--- src/rtl/fft_pkg.sv ---
// +--------------------------------------------------------------------+
// | fft_pkg: shared constants, scheduler state type and bin bit-reverse |
// | Revision: 1.0                                                      |
// +--------------------------------------------------------------------+
`default_nettype none

package fft_pkg;

   localparam int LOG2N = 4;
   localparam int N     = 2 ** LOG2N;

   typedef enum logic [1:0] {
      IDLE  = 2'd0,
      RUN   = 2'd1,
      DRAIN = 2'd2
   } state_t;

   // Reverses the low w bits of v; bits at and above w come back as zero.
   function automatic logic [15:0] bitrev(input logic [15:0] v, input int w);
      logic [15:0] r;
      r = '0;
      for (int i = 0; i < 16; i++) begin
         if (i < w) r = r | (((v >> i) & 16'd1) << (w - 1 - i));
      end
      return r;
   endfunction

endpackage

`default_nettype wire

--- src/rtl/fft_fill_tracker.sv ---
// +--------------------------------------------------------------------+
// | fft_fill_tracker: pipeline fill (primed) and flush drain counters   |
// | Revision: 1.0                                                      |
// +--------------------------------------------------------------------+
`default_nettype none

module fft_fill_tracker
   import fft_pkg::*;
#(
   parameter int LAT = 15
) (
   input  logic clk,
   input  logic rst_n,
   input  logic ce_i,
   input  logic clear_i,
   input  logic drain_load_i,
   input  logic drain_ce_i,
   output logic primed_o,
   output logic drain_last_o
);

   localparam logic [7:0] LAT_C = 8'(LAT);

   logic [7:0] fill_cnt_q, fill_cnt_d;
   logic [7:0] drain_cnt_q, drain_cnt_d;

   always_comb begin
      fill_cnt_d = fill_cnt_q;
      if (clear_i)
         fill_cnt_d = '0;
      else if (ce_i && (fill_cnt_q != LAT_C))
         fill_cnt_d = fill_cnt_q + 8'd1;
   end

   always_comb begin
      drain_cnt_d = drain_cnt_q;
      if (drain_load_i)
         drain_cnt_d = LAT_C;
      else if (drain_ce_i && (drain_cnt_q != 8'd0))
         drain_cnt_d = drain_cnt_q - 8'd1;
   end

   always_ff @(posedge clk or negedge rst_n) begin
      if (!rst_n) begin
         fill_cnt_q  <= '0;
         drain_cnt_q <= '0;
      end else begin
         fill_cnt_q  <= fill_cnt_d;
         drain_cnt_q <= drain_cnt_d;
      end
   end

   assign primed_o     = (fill_cnt_q == LAT_C);
   assign drain_last_o = (drain_cnt_q == 8'd1);

endmodule

`default_nettype wire

--- src/rtl/fft_stream_scheduler.sv ---
// +--------------------------------------------------------------------+
// | fft_stream_scheduler: valid/ready sequencer for a radix-2 SDF FFT   |
// | Optional statistics outputs under `FFT_SCHED_STATS_EN`.            |
// | Revision: 1.0                                                      |
// +--------------------------------------------------------------------+
`default_nettype none

module fft_stream_scheduler
   import fft_pkg::*;
#(
   parameter int LOG2N = fft_pkg::LOG2N,
   parameter int LAT   = 15,
   parameter int CNT_W = 16
) (
   input  logic             clk,
   input  logic             rst_n,
   input  logic             in_valid,
   output logic             in_ready,
   input  logic             flush_req,
   input  logic             out_ready,
   output logic             ce_o,
   output logic             zero_inj_o,
   output logic [LOG2N-1:0] sel_o,
   output logic             out_valid,
   output logic [LOG2N-1:0] out_idx,
   output logic             out_first,
   output logic             out_last,
   output logic             busy
`ifdef FFT_SCHED_STATS_EN
   ,
   output logic [CNT_W-1:0] frame_cnt_o,
   output logic [CNT_W-1:0] stall_cnt_o
`endif
);

   localparam logic [LOG2N-1:0] CNT_MAX = '1;

   if ((LAT < 1) || (LAT > 255) || (CNT_W < 1) || (LOG2N < 2) || (LOG2N > 16)) begin : g_param_check
      $error("fft_stream_scheduler: parameter out of range");
   end

   state_t           state_q, state_d;
   logic [LOG2N-1:0] in_cnt_q, in_cnt_d;
   logic [LOG2N-1:0] out_cnt_q, out_cnt_d;
   logic [LOG2N-1:1] sel_q, sel_d;
   logic             flush_q, flush_d;
   logic             primed, drain_last;
   logic             accept, drain_ce, enter_drain, leave_drain;

   always_ff @(posedge clk or negedge rst_n) begin
      if (!rst_n) state_q <= IDLE;
      else        state_q <= state_d;
   end

   // The wrap-accept term lets DRAIN start right after the last sample of the frame.
   always_comb begin
      state_d = state_q;
      case (state_q)
         IDLE: begin
            if (accept) state_d = RUN;
         end
         RUN: begin
            if ((flush_q || flush_req) && accept && (in_cnt_q == CNT_MAX))
               state_d = DRAIN;
            else if (flush_q && (in_cnt_q == '0) && !accept)
               state_d = DRAIN;
         end
         DRAIN: begin
            if (drain_ce && drain_last) state_d = IDLE;
         end
         default: state_d = IDLE;
      endcase
   end

   always_comb begin
      in_ready   = (state_q != DRAIN) && (out_ready || !primed);
      zero_inj_o = (state_q == DRAIN);
      busy       = (state_q != IDLE);
      ce_o       = (in_valid && in_ready) || (zero_inj_o && out_ready);
   end

   assign accept      = in_valid && in_ready;
   assign drain_ce    = zero_inj_o && ce_o;
   assign enter_drain = (state_q == RUN) && (state_d == DRAIN);
   assign leave_drain = (state_q == DRAIN) && (state_d == IDLE);

   always_comb begin
      flush_d   = flush_q;
      in_cnt_d  = in_cnt_q;
      out_cnt_d = out_cnt_q;
      sel_d     = sel_q;
      if (enter_drain)
         flush_d = 1'b0;
      else if (flush_req && (state_q == RUN))
         flush_d = 1'b1;
      if (leave_drain) begin
         in_cnt_d  = '0;
         out_cnt_d = '0;
         sel_d     = '0;
      end else begin
         // Upper selects lag in_cnt by one ce to line up with the registered first butterfly.
         if (ce_o) begin
            in_cnt_d = in_cnt_q + 1'b1;
            sel_d    = in_cnt_q[LOG2N-1:1];
         end
         if (out_valid && out_ready)
            out_cnt_d = out_cnt_q + 1'b1;
      end
   end

   always_ff @(posedge clk or negedge rst_n) begin
      if (!rst_n) begin
         flush_q   <= 1'b0;
         in_cnt_q  <= '0;
         out_cnt_q <= '0;
         sel_q     <= '0;
      end else begin
         flush_q   <= flush_d;
         in_cnt_q  <= in_cnt_d;
         out_cnt_q <= out_cnt_d;
         sel_q     <= sel_d;
      end
   end

   fft_fill_tracker #(
      .LAT (LAT)
   ) u_fill (
      .clk          (clk),
      .rst_n        (rst_n),
      .ce_i         (ce_o),
      .clear_i      (leave_drain),
      .drain_load_i (enter_drain),
      .drain_ce_i   (drain_ce),
      .primed_o     (primed),
      .drain_last_o (drain_last)
   );

   assign sel_o     = {sel_q, in_cnt_q[0]};
   assign out_valid = ce_o && primed;
   assign out_idx   = LOG2N'(bitrev(16'(out_cnt_q), LOG2N));
   assign out_first = out_valid && (out_cnt_q == '0);
   assign out_last  = out_valid && (out_cnt_q == CNT_MAX);

`ifdef FFT_SCHED_STATS_EN
   logic [CNT_W-1:0] frame_cnt_q, frame_cnt_d;
   logic [CNT_W-1:0] stall_cnt_q, stall_cnt_d;

   always_comb begin
      frame_cnt_d = frame_cnt_q;
      stall_cnt_d = stall_cnt_q;
      if (out_last && out_ready && (frame_cnt_q != '1))
         frame_cnt_d = frame_cnt_q + 1'b1;
      if (in_valid && !in_ready && (stall_cnt_q != '1))
         stall_cnt_d = stall_cnt_q + 1'b1;
   end

   always_ff @(posedge clk or negedge rst_n) begin
      if (!rst_n) begin
         frame_cnt_q <= '0;
         stall_cnt_q <= '0;
      end else begin
         frame_cnt_q <= frame_cnt_d;
         stall_cnt_q <= stall_cnt_d;
      end
   end

   assign frame_cnt_o = frame_cnt_q;
   assign stall_cnt_o = stall_cnt_q;
`endif

endmodule

`default_nettype wire

--- config.mk ---
export PLATFORM = sky130hd
export DESIGN_NAME = fft_stream_scheduler
export DESIGN_NICKNAME = d
export VERILOG_FILES = /design/src/rtl/fft_pkg.sv /design/src/rtl/fft_fill_tracker.sv /design/src/rtl/fft_stream_scheduler.sv
export SDC_FILE = /design/constraint.sdc
export NUM_CORES = 1
export LEC_CHECK = 0
export ABC_AREA = 1
export ABC_CLOCK_PERIOD_IN_PS = 3100
export BUFFER_PORTS_ARGS = -buffer_cell sky130_fd_sc_hd__buf_4
export CAP_MARGIN = 5
export CORE_ASPECT_RATIO = 0.6
export CORE_MARGIN = 3
export CORE_UTILIZATION = 50
export DETAILED_ROUTE_END_ITERATION = 6
export PLACE_DENSITY_LB_ADDON = 0.25
export SETUP_SLACK_MARGIN = 0.05
export SLEW_MARGIN = 20
export SYNTH_ARGS = -nofsm -noshare
export SYNTH_HDL_FRONTEND = slang
export SYNTH_SLANG_ARGS = --single-unit
--- constraint.sdc ---
create_clock -name clk -period 3.1 [get_ports clk]
set_clock_uncertainty 0.05 [all_clocks]
set_input_delay 0.31 -clock clk [delete_from_list [all_inputs] [get_ports clk]]
set_output_delay 0.31 -clock clk [all_outputs]
set_load 0.03 [all_outputs]
# [After elaboration in Yosys (flattened, before gate mapping)]
# Cells that the tools add are included.
# Widths: inputs -> output; s select.
[op_classes] addsub=4 eq_ne=9 mux=17 n_bitwise=3 reduce_logical=34
[op_table] cell="$mux 8" n=4
[op_table] cell="$logic_and 1x1->1" n=18
[op_table] cell="$mux 4" n=4
[op_table] cell="$reduce_bool 2->1" n=6
[op_table] cell="$add 4x1->4 const B" n=2
[op_table] cell="$add 8x1->8 const B" n=1
[op_table] cell="$eq 4x4->1 const B" n=2
[op_table] cell="$eq 8x1->1 const B" n=1
[op_table] cell="$eq 8x4->1 const B" n=1
[op_table] cell="$logic_not 4->1" n=2
[op_table] cell="$mux 2" n=4
[op_table] cell="$ne 8x4->1 const B" n=1
[op_table] cell="$reduce_bool 8->1" n=1
[op_table] cell="$sub 8x1->8 const B" n=1
[op_table] cell="$mux 3" n=2
[op_table] cell="$pmux 2 s3" n=1
[op_table] cell="$eq 2x2->1 const B" n=2
[op_table] cell="$logic_not 2->1" n=2
[op_table] cell="$or 4x1->4" n=1
[op_table] cell="$or 4x2->4" n=1
[op_table] cell="$or 4x3->4" n=1
[op_table] cell="$logic_or 1x1->1" n=3
[op_table] cell="$eq 2x1->1 const B" n=1
[op_table] cell="$logic_not 1->1" n=2
[op_table] cell="2 further kinds" n=3
[totals] regBits=30 input_bits=5 out_inout_bits=15 wordCells=74

# [Logic depth before layout (Yosys ltp)]
# Gate-level depths: netlist of the first run.
[logic_depth] word_depth=13 ltp_mapped=11 depth_no_buf=11

# [Modules after synthesis]
# Synthesis of the first run repeated with hierarchy kept, for this count alone.
[unflattened] hier_cells=248 area_unflattened_um2=1871.8
[modules_own_cells] module="fft_fill_tracker" instances=1 cells_per_inst=143 area_each_um2=1037.2 seq_area_each_um2=400.4
[modules_own_cells] module="fft_stream_scheduler" instances=1 cells_per_inst=105 area_each_um2=834.6 seq_area_each_um2=350.3

# [Least setup slack after synthesis of the first run]
# Ideal clock, no wire load.
[synth_path] kind="reg2out" start="register u_fill.fill_cnt_q[0]" end="output out_last" arrival_time_ns=1.882 t_required_ns=2.740 slack_ns=0.858 path_stages_with_launch=10 n_path_buf=1 cell_sequence="dfrtp_1 ha_1 nand2_2 nor2_1 nand3_2 nand3_2 nand2_2 buf_6 nand2_1 nor3_1"
[synth_via] elab_chain_len=8
[synth_lines] item="start, declared" line="fft_fill_tracker.sv:24" text="logic [7:0] fill_cnt_q, fill_cnt_d;"
[synth_lines] item="start signal, assigned" line="fft_fill_tracker.sv:48" text="fill_cnt_q <= fill_cnt_d;"
[synth_lines] item="$eq 8x4->1" line="fft_fill_tracker.sv:53" text="assign primed_o = (fill_cnt_q == LAT_C);"
[synth_lines] item="$logic_not 1->1" line="fft_stream_scheduler.sv:76" text="in_ready = (state_q != DRAIN) && (out_ready || !primed);"
[synth_lines] item="$logic_or 1x1->1" line="fft_stream_scheduler.sv:76"
[synth_lines] item="$logic_and 1x1->1" line="fft_stream_scheduler.sv:76"
[synth_lines] item="$logic_and 1x1->1" line="fft_stream_scheduler.sv:79" text="ce_o = (in_valid && in_ready) || (zero_inj_o && out_ready);"
[synth_lines] item="$logic_or 1x1->1" line="fft_stream_scheduler.sv:79"
[synth_lines] item="via ce_o" line="fft_stream_scheduler.sv:21" text="output logic ce_o,"
[synth_lines] item="$logic_and 1x1->1" line="fft_stream_scheduler.sv:139" text="assign out_valid = ce_o && primed;"
[synth_lines] item="$logic_and 1x1->1" line="fft_stream_scheduler.sv:142" text="assign out_last = out_valid && (out_cnt_q == CNT_MAX);"
[synth_lines] item="end, declared" line="fft_stream_scheduler.sv:27" text="output logic out_last,"
# The timed path passes the listed nets, and every way through them passes these cells.

# [Final worst setup path of the first run]
[layout_path] start="register u_fill.fill_cnt_q[0]" end="output out_first"
[layout_via] elab_chain_len=8
[layout_lines] item="$eq 8x4->1 (*)" line="fft_fill_tracker.sv:53"
[layout_lines] item="$logic_not 1->1" line="fft_stream_scheduler.sv:76"
[layout_lines] item="$logic_or 1x1->1" line="fft_stream_scheduler.sv:76"
[layout_lines] item="$logic_and 1x1->1" line="fft_stream_scheduler.sv:76"
[layout_lines] item="$logic_and 1x1->1" line="fft_stream_scheduler.sv:79"
[layout_lines] item="$logic_or 1x1->1" line="fft_stream_scheduler.sv:79"
[layout_lines] item="$logic_and 1x1->1 (*)" line="fft_stream_scheduler.sv:139"
[layout_lines] item="$logic_and 1x1->1 (*)" line="fft_stream_scheduler.sv:141" text="assign out_first = out_valid && (out_cnt_q == '0);"
[layout_lines] item="end, declared" line="fft_stream_scheduler.sv:26" text="output logic out_first,"
# Every way passes the cells marked *; elsewhere a longest branch is shown, timed or not.

==> run metrics, run 1 <==
vias=1465; nets=256; Worst Hold Class=in2reg; IO buf count=19; Setup TNS Final=0 ns; Leakage=1.06 nW; GRT Total Usage=19.9%; Iteration-0 DRC Markers=85; Max clock buf depth=2; drt wl/cell=12.9 um; Detail Route Antenna Nets=0; Mapped Area=1830 um2; fin crit period=2.28 ns; largest net degree at the start of global routing=31; Die Wd=84.0 um; # rows=16; hold buffer count at cts=1; Clock Latency Late Sink=0.29 ns; initial antenna violation count=0; post-synth net total=233; DIE AREA=4440 um2; Setup crit end kind=primary output; startpoint types=flip-flop; Synth Register Bits=30; RSZ-0062 raised after global routing=false; CTS tree=yes; H-tree levels=2; worst-path fanout max=11; slack of the critical path=0.824 ns; Synth Warn #=0; final hold slack=0.278 ns; vias per inst=5.05; max_cap viols=0; Final period util=73.4%; Post-Synthesis Cells=221; Initial Util=54.0%; final setup vio count=0; worst vdd rail ir drop=0.393 mV; critical path class=reg2out; CTS Buf Count=5; Post-Route WL=3740 um; Mapped Avg Cell Area=8.27 um2; number of global-route vias before repair=1432; WP data required=2.74 ns; Least-Margin Pin Slew=0.377 ns; I/O Pins=20; dpl hpwl=2750 um; Final Hold Viols=0; slew margin rel.=74.8%; Diodes inserted=0; drc violations=0; synthesis-to-layout area growth=14.5%; register area share after synthesis=41.1%; clock root buffer=clkbuf_8; WP data arrival=1.92 ns; first drt pass iteration count=4; Max Slew Vio Count=0; post-CTS setup buffer count=0; Max Fclk=439 MHz; Reg clk slew, reported paths=0.06 ns; fillers=302; Pwr per Cell Area=642 nW/um2; CTS Sinks=30; die height=52.8 um; Core Region=3380 um2; grt total ovfl=0; first-pass GRT wire length=6700 um; global placer's final weighted congestion=0.882; status=finished, final reports clean; # resized after CTS=0; post-synthesis cell type count=33; share of layout cells above drive strength 1=20.4%; post-place setup slack=1.13 ns
==> state kept, by name, indices dropped and copies added, names as in the netlist <==
signal / count
out_cnt_q: 4
in_cnt_q: 4
u_fill.drain_cnt_q: 8
flush_q: 1
sel_q: 3
state_q: 2
u_fill.fill_cnt_q: 8
==> critical path: stages (launching register included) <==
cell and delay [ns]:
dfrtp_1 0.40, ha_1 0.25, nand2_2 0.08, nor2_1 0.05, nand3_2 0.07, nand3_2 0.09, nand2_2 0.21, nand2_1 0.14
nor4_2 0.15, buf_4 0.20
==> Yosys cell counts <==
| cell type | n | area (um2) |
|---|---|---|
| nand4_4 | 1 | 21.3 |
| nand2_2 | 6 | 37.5 |
| nor4_1 | 1 | 6.26 |
| ha_1 | 7 | 87.6 |
| nand3_1 | 29 | 145 |
| nor2_1 | 13 | 48.8 |
| buf_4 | 1 | 7.51 |
| dfrtp_1 | 30 | 751 |
| nor4_2 | 1 | 12.5 |
| xnor2_1 | 6 | 52.6 |
| o31ai_1 | 6 | 45.0 |
| a21oi_4 | 1 | 16.3 |
| nand2_4 | 2 | 22.5 |
| inv_2 | 6 | 22.5 |
| nor2_2 | 1 | 6.26 |
| o21ai_0 | 5 | 25.0 |
| a21oi_1 | 1 | 5.00 |
| nand4_1 | 3 | 18.8 |
| nand3_2 | 3 | 30.0 |
| buf_2 | 1 | 5.00 |
| o21ai_1 | 5 | 25.0 |
| o211ai_1 | 1 | 7.51 |
| nor2_4 | 1 | 11.3 |
| nor3_1 | 3 | 15.0 |
| a22oi_1 | 1 | 7.51 |
| nand2_1 | 44 | 165 |
| or2_1 | 1 | 6.26 |
| xor2_1 | 7 | 61.3 |
| nand3b_1 | 3 | 22.5 |
| o22ai_1 | 1 | 6.26 |
| buf_6 | 2 | 22.5 |
| inv_1 | 26 | 97.6 |
| or2_2 | 2 | 12.5 |
==> layout by cell type, fill, tap and decap left out, drive strengths merged <==
cell type and count:
a22oi 1, ha 7, clkbuf 7, dfrtp 30, inv 32, nand2 52, nor3 3, clkinv 1
xnor2 6, o31ai 6, or2 3, o211ai 1, nand4 4, a21oi 2, nor4 2, o21ai 10
xor2 7, nand3 32, dlygate4sd3 1, nand3b 3, o22ai 1, buf 19, nor2 15
==> cells by family (layout without fill, tap and decap cells) <==
kind of cell | Yosys count | after routing | share of synthesized area [%]
XOR/XNOR | 13 | 13 | 6.23
AO/OA/AOI/OAI | 21 | 21 | 7.53
buffers and inverters | 36 | 60 | 8.49
flip-flops | 30 | 30 | 41.1
adder cells (fa/ha/maj) | 7 | 7 | 4.79
AND/OR/NAND/NOR | 114 | 114 | 31.8
==> per-layer routing <==
layer  vias up  GRT usage (%)  part of all wire [%]
met3         9           6.59                   7.9
met2        41           26.7                    37
li1        769              -                     -
met1       646           28.7                    53
met4         0           8.29                   2.0
met5         -              0                     0
==> path summary, 6_finish.rpt <==
check	startpoint	end	slack, ns	depth (start not counted)
worst min-delay path	flush_req	flush_q	0.28	3
worst max-delay path	u_fill.fill_cnt_q[0]	out_first	0.82	9
worst min register to register	sel_q[3]	sel_q[3]	0.43	2
worst max register to register	u_fill.fill_cnt_q[0]	u_fill.fill_cnt_q[3]	1.27	11
min in group asynchronous	rst_n	state_q[0]	0.43	2
max in group asynchronous	rst_n	out_cnt_q[0]	2.29	2
==> area by class of cell <==
cell class | instances | area, um2 | share of cell area [%]
Clock buffer | 7 | 86.3 | 4.13
Sequential cell | 30 | 751 | 35.9
Tap cell | 45 | 56.3 | 2.69
Multi-Input combinational cell | 155 | 921 | 44.0
Inverter | 32 | 120 | 5.74
Timing Repair Buffer | 20 | 153 | 7.30
Clock inverter | 1 | 5.00 | 0.239
==> where the power goes <==
part,switching (W),internal [W]
combinational,0.000253,0.000176
clock,0.000151,0.000179
sequential,0.000102,0.000482
total,0.000507,0.000836
==> per-stage QoR <==
stage | utilization, % | instance area (um2) | total power [W] | std cells
6_report | 61.8 | 2090 | 0.00134 | 290
5_1_grt | 61.8 | 2090 | 0.00144 | 290
4_1_cts | 61.8 | 2090 | 0.00135 | 290
3_5_place_dp | 58.8 | 1990 | 0.00102 | 281
3_3_place_gp | 58.8 | 1990 | 0.00101 | 281
2_1_floorplan | - | 1830 | 0.000886 | 221
(Power assumes the default switching activity.)
==> run 2: changes to the inputs <==
--- a/config.mk
+++ b/config.mk
@@ -6,7 +6,7 @@
 export NUM_CORES = 1
 export LEC_CHECK = 0
 export ABC_AREA = 1
-export ABC_CLOCK_PERIOD_IN_PS = 3100
+export ABC_CLOCK_PERIOD_IN_PS = 2000
 export BUFFER_PORTS_ARGS = -buffer_cell sky130_fd_sc_hd__buf_4
 export CAP_MARGIN = 5
 export CORE_ASPECT_RATIO = 0.6
==> constraint.sdc (replaced) <==
create_clock -name clk -period 2 [get_ports clk]
set_clock_uncertainty 0.05 [all_clocks]
set_input_delay 0.2 -clock clk [delete_from_list [all_inputs] [get_ports clk]]
set_output_delay 0.2 -clock clk [all_outputs]
set_load 0.03 [all_outputs]
==> run 2 against run 1 <==
Global-route usage is 0.083 points lower. Register-to-register slack worse by 1.1 ns. Power increased by 62%. Largest cell class unchanged. Clock power is 49% higher. Hold slack got worse by 0.11 ns. First-iteration DRC count increased by 39%. Via count rose by 6.8%. Critical path depth unchanged.
==> run metrics, run 2 (synthesis gave the netlist of run 1 again) <==
die height=52.8 um (unchanged); drc violations=0 (unchanged); clock share of power=22.6% (-2.0 points); Clock Latency Late Sink=0.28 ns (about the same); Setup crit end kind=primary output; Gate power share=35.5% (+3.5 points); fin crit period=1.92 ns; WP data required=1.75 ns (-0.99 ns); share of layout cells above drive strength 1=27.4% (+7.0 points); I/O Pins=20 (unchanged); number of global-route vias before repair=1374 (-4.1%); clock root buffer=clkbuf_8; startpoint types=flip-flop; Reg power frac=41.9% (-1.6 points); vias per inst=5.27 (+4.2%); synthesis-to-layout area growth=21.7%; final setup vio count=0 (unchanged); Sw Ratio=38.9% (+1.1 points); CTS Buf Count=5 (unchanged); drt wl/cell=13.9 um (+7.9%); IO buf count=19 (unchanged); Net Sw Power=0.000844 W (+67%); CTS Sinks=30 (unchanged); grt total ovfl=0 (unchanged); dpl hpwl=2710 um (-1.5%); Worst Hold Class=in2reg; Diodes inserted=0 (unchanged); slew margin rel.=73.0% (-1.8 points); Detail Route Antenna Nets=0 (unchanged); Max clock buf depth=2 (unchanged); CTS tree=yes; worst-path fanout max=4 (-7); nets=265 (+3.5%); Least-Margin Pin Slew=0.404 ns (+0.0267 ns); global placer's final weighted congestion=0.899 (+1.9%); H-tree levels=2 (unchanged); worst vdd rail ir drop=0.629 mV (+60%); # rows=16 (unchanged); WP data arrival=1.67 ns (-0.25 ns); vias=1564 (+6.8%); first-pass GRT wire length=6670 um (-0.40%); Max Fclk=520 MHz; max_cap viols=0 (unchanged); Reg clk slew, reported paths=0.06 ns (about the same); Initial Util=54.0% (unchanged); first drt pass iteration count=4 (unchanged); Layout Utilization=65.7% (+3.9 points); Max Slew Vio Count=0 (unchanged); CP peak stage delay=0.38 ns (-0.02 ns); Post-Route WL=4130 um (+10%); leading cell type in the layout, fill and taps excluded=nand2_1; critical path class=reg2out; HP Start=flush_req; critical path's slowest cell=dfrtp_1; Internal=0.00133 W (+59%); final hold slack=0.164 ns (-0.114 ns); Core Region=3380 um2 (unchanged); DIE AREA=4440 um2 (unchanged); Leakage=1.11 nW (+4.4%); fillers=272 (-9.9%); most numerous cell on the critical path=nand2_4; Pwr per Cell Area=977 nW/um2 (+52%); Largest regs=u_fill.drain_cnt_q (8), u_fill.fill_cnt_q (8); RSZ-0062 raised after global routing=true; Die Wd=84.0 um (unchanged); Crit. Startpoint=u_fill.fill_cnt_q[0]; r2r startpoint=u_fill.fill_cnt_q[1]; status=finished, final reports clean; most frequent cells in the layout=nand2_1 (40), dfrtp_1 (30), nand3_1 (29), buf_4 (26), inv_1 (24); GRT Total Usage=19.8% (-0.083 points); largest net degree at the start of global routing=31 (unchanged); Final period util=96.1%; crit-path cells=ha_2, nand2_2, nor2_2, nand3_2, nand3_4, nand2_4, nand2_4, nor4_4, buf_6; Final Hold Viols=0 (unchanged); initial antenna violation count=0 (unchanged); Iteration-0 DRC Markers=118 (+39%)
[run 2: path summary, 6_finish.rpt]
check / endpoint / slack [ns] / cells after the start
min reg2reg: sel_q[2] / 0.43 / 2
min: flush_q / 0.16 / 3
max reg2reg: u_fill.drain_cnt_q[3] / 0.20 / 11
max: out_first / 0.08 / 9
max in group asynchronous: in_cnt_q[1] / 1.28 / 2
min in group asynchronous: u_fill.drain_cnt_q[6] / 0.33 / 2
[run 2: layout make-up]
| type | count | area, um2 | share of cell area (%) |
|---|---|---|---|
| Tap cell | 45 | 56.3 | 2.53 |
| Multi-Input combinational cell | 155 | 986 | 44.3 |
| Timing Repair Buffer | 29 | 228 | 10.2 |
| Clock buffer | 6 | 82.6 | 3.71 |
| Inverter | 32 | 120 | 5.40 |
| Sequential cell | 30 | 751 | 33.8 |
[run 2: through the flow]
step / cells / worst slack, ns / cell area, um2 / total power (W) / TNS, ns
floorplan: 221 / 0.0936 / 1840 / 0.00138 / 0
global placement: 283 / 0.268 / 2020 / 0.00157 / 0
detailed placement: 283 / 0.188 / 2020 / 0.00159 / 0
CTS: 295 / 0.0682 / 2190 / 0.00214 / 0
global route: 297 / -0.0226 / 2220 / 0.00233 / -0.0258
finish: 297 / 0.0778 / 2220 / 0.00217 / 0
[run 2: what timing repair did]
item | 4_1_cts | 5_1_grt
pin swaps | 3 | 2
setup endpoints to repair | 4 | 8
buffers inserted | 5 | 2
hold buffers | 1 | 0
resized for setup | 7 | 9
endpoints found under the hold margin | 30 | 0
[run 2: worst max-delay path: cells and delay by family, from the launching register on]
family / cells / cell delay [ns]
flip-flops: 1 / 0.38
adder cells (fa/ha/maj): 1 / 0.19
AND/OR/NAND/NOR: 7 / 0.63
buffers and inverters: 1 / 0.17
[run 2: power by group through the flow]
stage	logic, W	clock network [W]	registers, W
3_3_place_gp	0.000657	0	0.000916
2_1_floorplan	0.000392	0	0.000991
6_report	0.000771	0.000491	0.000911
5_1_grt	0.000857	0.000526	0.000944
3_5_place_dp	0.000669	0	0.000917
4_1_cts	0.000738	0.000500	0.000904
[run 2: layer usage]
layer / vias up / part of all wire (%) / track usage, %
li1: 783 / - / -
met1: 714 / 49 / 28.8
met2: 61 / 42 / 27.7
met3: 6 / 7.6 / 6.28
met4: 0 / 1.1 / 5.61
met5: - / 0 / 0
==> run 3: changes to the inputs <==
--- a/config.mk
+++ b/config.mk
@@ -10,7 +10,6 @@
 export BUFFER_PORTS_ARGS = -buffer_cell sky130_fd_sc_hd__buf_4
 export CAP_MARGIN = 5
 export CORE_ASPECT_RATIO = 0.6
-export CORE_MARGIN = 3
 export CORE_UTILIZATION = 50
 export DETAILED_ROUTE_END_ITERATION = 6
 export PLACE_DENSITY_LB_ADDON = 0.25
==> run 3 against run 2 <==
Cell count up 2.0%. Global-route usage is 3.2 points higher. Fmax decreased by 3.6%.
==> run metrics, run 3 (synthesis gave the netlist of run 1 again) <==
critical path class=reg2out; Critical R2R Capture=u_fill.fill_cnt_q[3]; Max clock buf depth=2 (unchanged); Post-Route WL=3990 um (-3.4%); vias=1579 (+0.96%); Crit. Startpoint=u_fill.fill_cnt_q[1]; initial antenna violation count=0 (unchanged); Die Wd=80.0 um (-4.8%); Core Region=3360 um2 (-0.59%); CTS tree=yes; startpoint types=flip-flop; number of global-route vias before repair=1457 (+6.0%); vias per inst=5.21 (-1.0%); share of layout cells above drive strength 1=27.1% (-0.25 points); final setup vio count=0 (unchanged); Layout Utilization=67.1% (+1.4 points); Max Fclk=501 MHz (-3.6%); first-pass GRT wire length=6730 um (+0.93%); drc violations=0 (unchanged); dpl hpwl=2740 um (+1.2%); WHS Endpoint=flush_q; Worst Hold Class=in2reg; Pwr per Cell Area=978 nW/um2 (about the same); Reg clk slew, reported paths=0.06 ns (about the same); Clock Latency Late Sink=0.28 ns (about the same); drt wl/cell=13.2 um (-5.4%); worst vdd rail ir drop=0.625 mV (-0.55%); Least-Margin Pin Slew=0.429 ns (+0.0254 ns); Iteration-0 DRC Markers=107 (-9.3%); Final period util=99.7% (+3.6 points); Diodes inserted=0 (unchanged); FF-to-FF setup slack=0.12 ns (-0.08 ns); Finished Cell Area=2260 um2 (+1.5%); Initial Util=54.3% (+0.32 points); grt total ovfl=0 (unchanged); largest net degree at the start of global routing=31 (unchanged); fin crit period=1.99 ns (+0.0725 ns); DIE AREA=3910 um2 (-12%); max_cap viols=0 (unchanged); synthesis-to-layout area growth=23.5%; leading cell type in the layout, fill and taps excluded=nand2_1; die height=48.8 um (-7.6%); IO buf count=19 (unchanged); Hold Crit Depth=3 (unchanged); status=finished, final reports clean; total power=0.00221 W (+1.5%); r2r startpoint=u_fill.fill_cnt_q[1]; Setup TNS Final=0 ns (unchanged); RSZ-0062 raised after global routing=true; first drt pass iteration count=4 (unchanged); # rows=16 (unchanged); Cell Area, Placed=2020 um2 (unchanged); global placer's final weighted congestion=0.842 (-6.4%); WP data arrival=1.74 ns (+0.07 ns); nets=269 (+1.5%); Setup crit end kind=primary output; GRT Total Usage=23.0% (+3.2 points); I/O Pins=20 (unchanged); Largest regs=u_fill.drain_cnt_q (8), u_fill.fill_cnt_q (8); worst-path fanout max=4 (unchanged); dpl cells=283 (unchanged); Leakage=1.14 nW (+2.4%); Final Hold Viols=0 (unchanged); Max Slew Vio Count=0 (unchanged); most frequent cells in the layout=nand2_1 (41), dfrtp_1 (30), buf_4 (30), nand3_1 (29), inv_1 (26); reg2reg path depth=12 (+1); fillers=267 (-1.8%); WP data required=1.75 ns (about the same); HP Start=flush_req; slew margin rel.=71.3% (-1.7 points); Detail Route Antenna Nets=0 (unchanged); CTS Sinks=30 (unchanged); clock root buffer=clkbuf_8; H-tree levels=2 (unchanged); CTS Buf Count=5 (unchanged); Layout Cells excl Fill=303 (+2.0%)
run 3: cell type report:
cell class	count	area, um2	share of cell area, %
clock inverters	1	5.00	0.222
repair buffers	33	258	11.4
flip-flops and latches	30	751	33.3
multi-input cells	155	980	43.4
well taps	45	56.3	2.50
inverters	32	120	5.32
clock buffers	7	86.3	3.83
run 3: what timing repair did:
item	CTS	global route
endpoints found under the setup margin	4	7
setup buffers	5	6
gates resized for setup	6	6
pin swaps	2	2
endpoints found under the hold margin	30	0
hold buffers	1	0
run 3: worst max-delay path by stage:
stage | end | slack [ns] | depth (start not counted)
floorplan | out_last | 0.09 | 9
global placement | out_first | 0.27 | 9
detailed placement | out_first | 0.21 | 9
CTS | out_first | 0.05 | 6
global route | out_last | -0.09 | 9
finish | out_last | 0.005 | 9
run 3: metrics by stage:
step           hold slack (ns)  worst slack [ns]
3_5_place_dp             0.105             0.208
5_1_grt                  0.198           -0.0901
2_1_floorplan           -0.146            0.0936
3_3_place_gp             0.106             0.270
4_1_cts                  0.179            0.0535
6_report                 0.191           0.00526
run 3: worst max-delay path, stage by stage, from the launching register on:
cell and delay [ns]:
dfrtp_1 0.39, ha_2 0.21, nand2_2 0.10, nor2_2 0.06, nand3_2 0.09, nand3_4 0.09
nand2_4 0.10, nand2_4 0.07, nor3_2 0.17, buf_4 0.18
run 3: metal layers:
layer	wire, um	vias up	global-route usage [%]	share of wire [%]
li1	-	794	-	-
met1	2090	738	34.5	52
met2	1650	40	31.8	41
met3	193	7	6.17	4.8
met4	48	0	8.04	1.2
met5	0	-	0	0
run 3: power by group:
part | total [W] | internal [W] | switching (W)
logic | 0.000793 | 0.000343 | 0.000451
registers | 0.000915 | 0.000747 | 0.000168
clock network | 0.000497 | 0.000277 | 0.000220
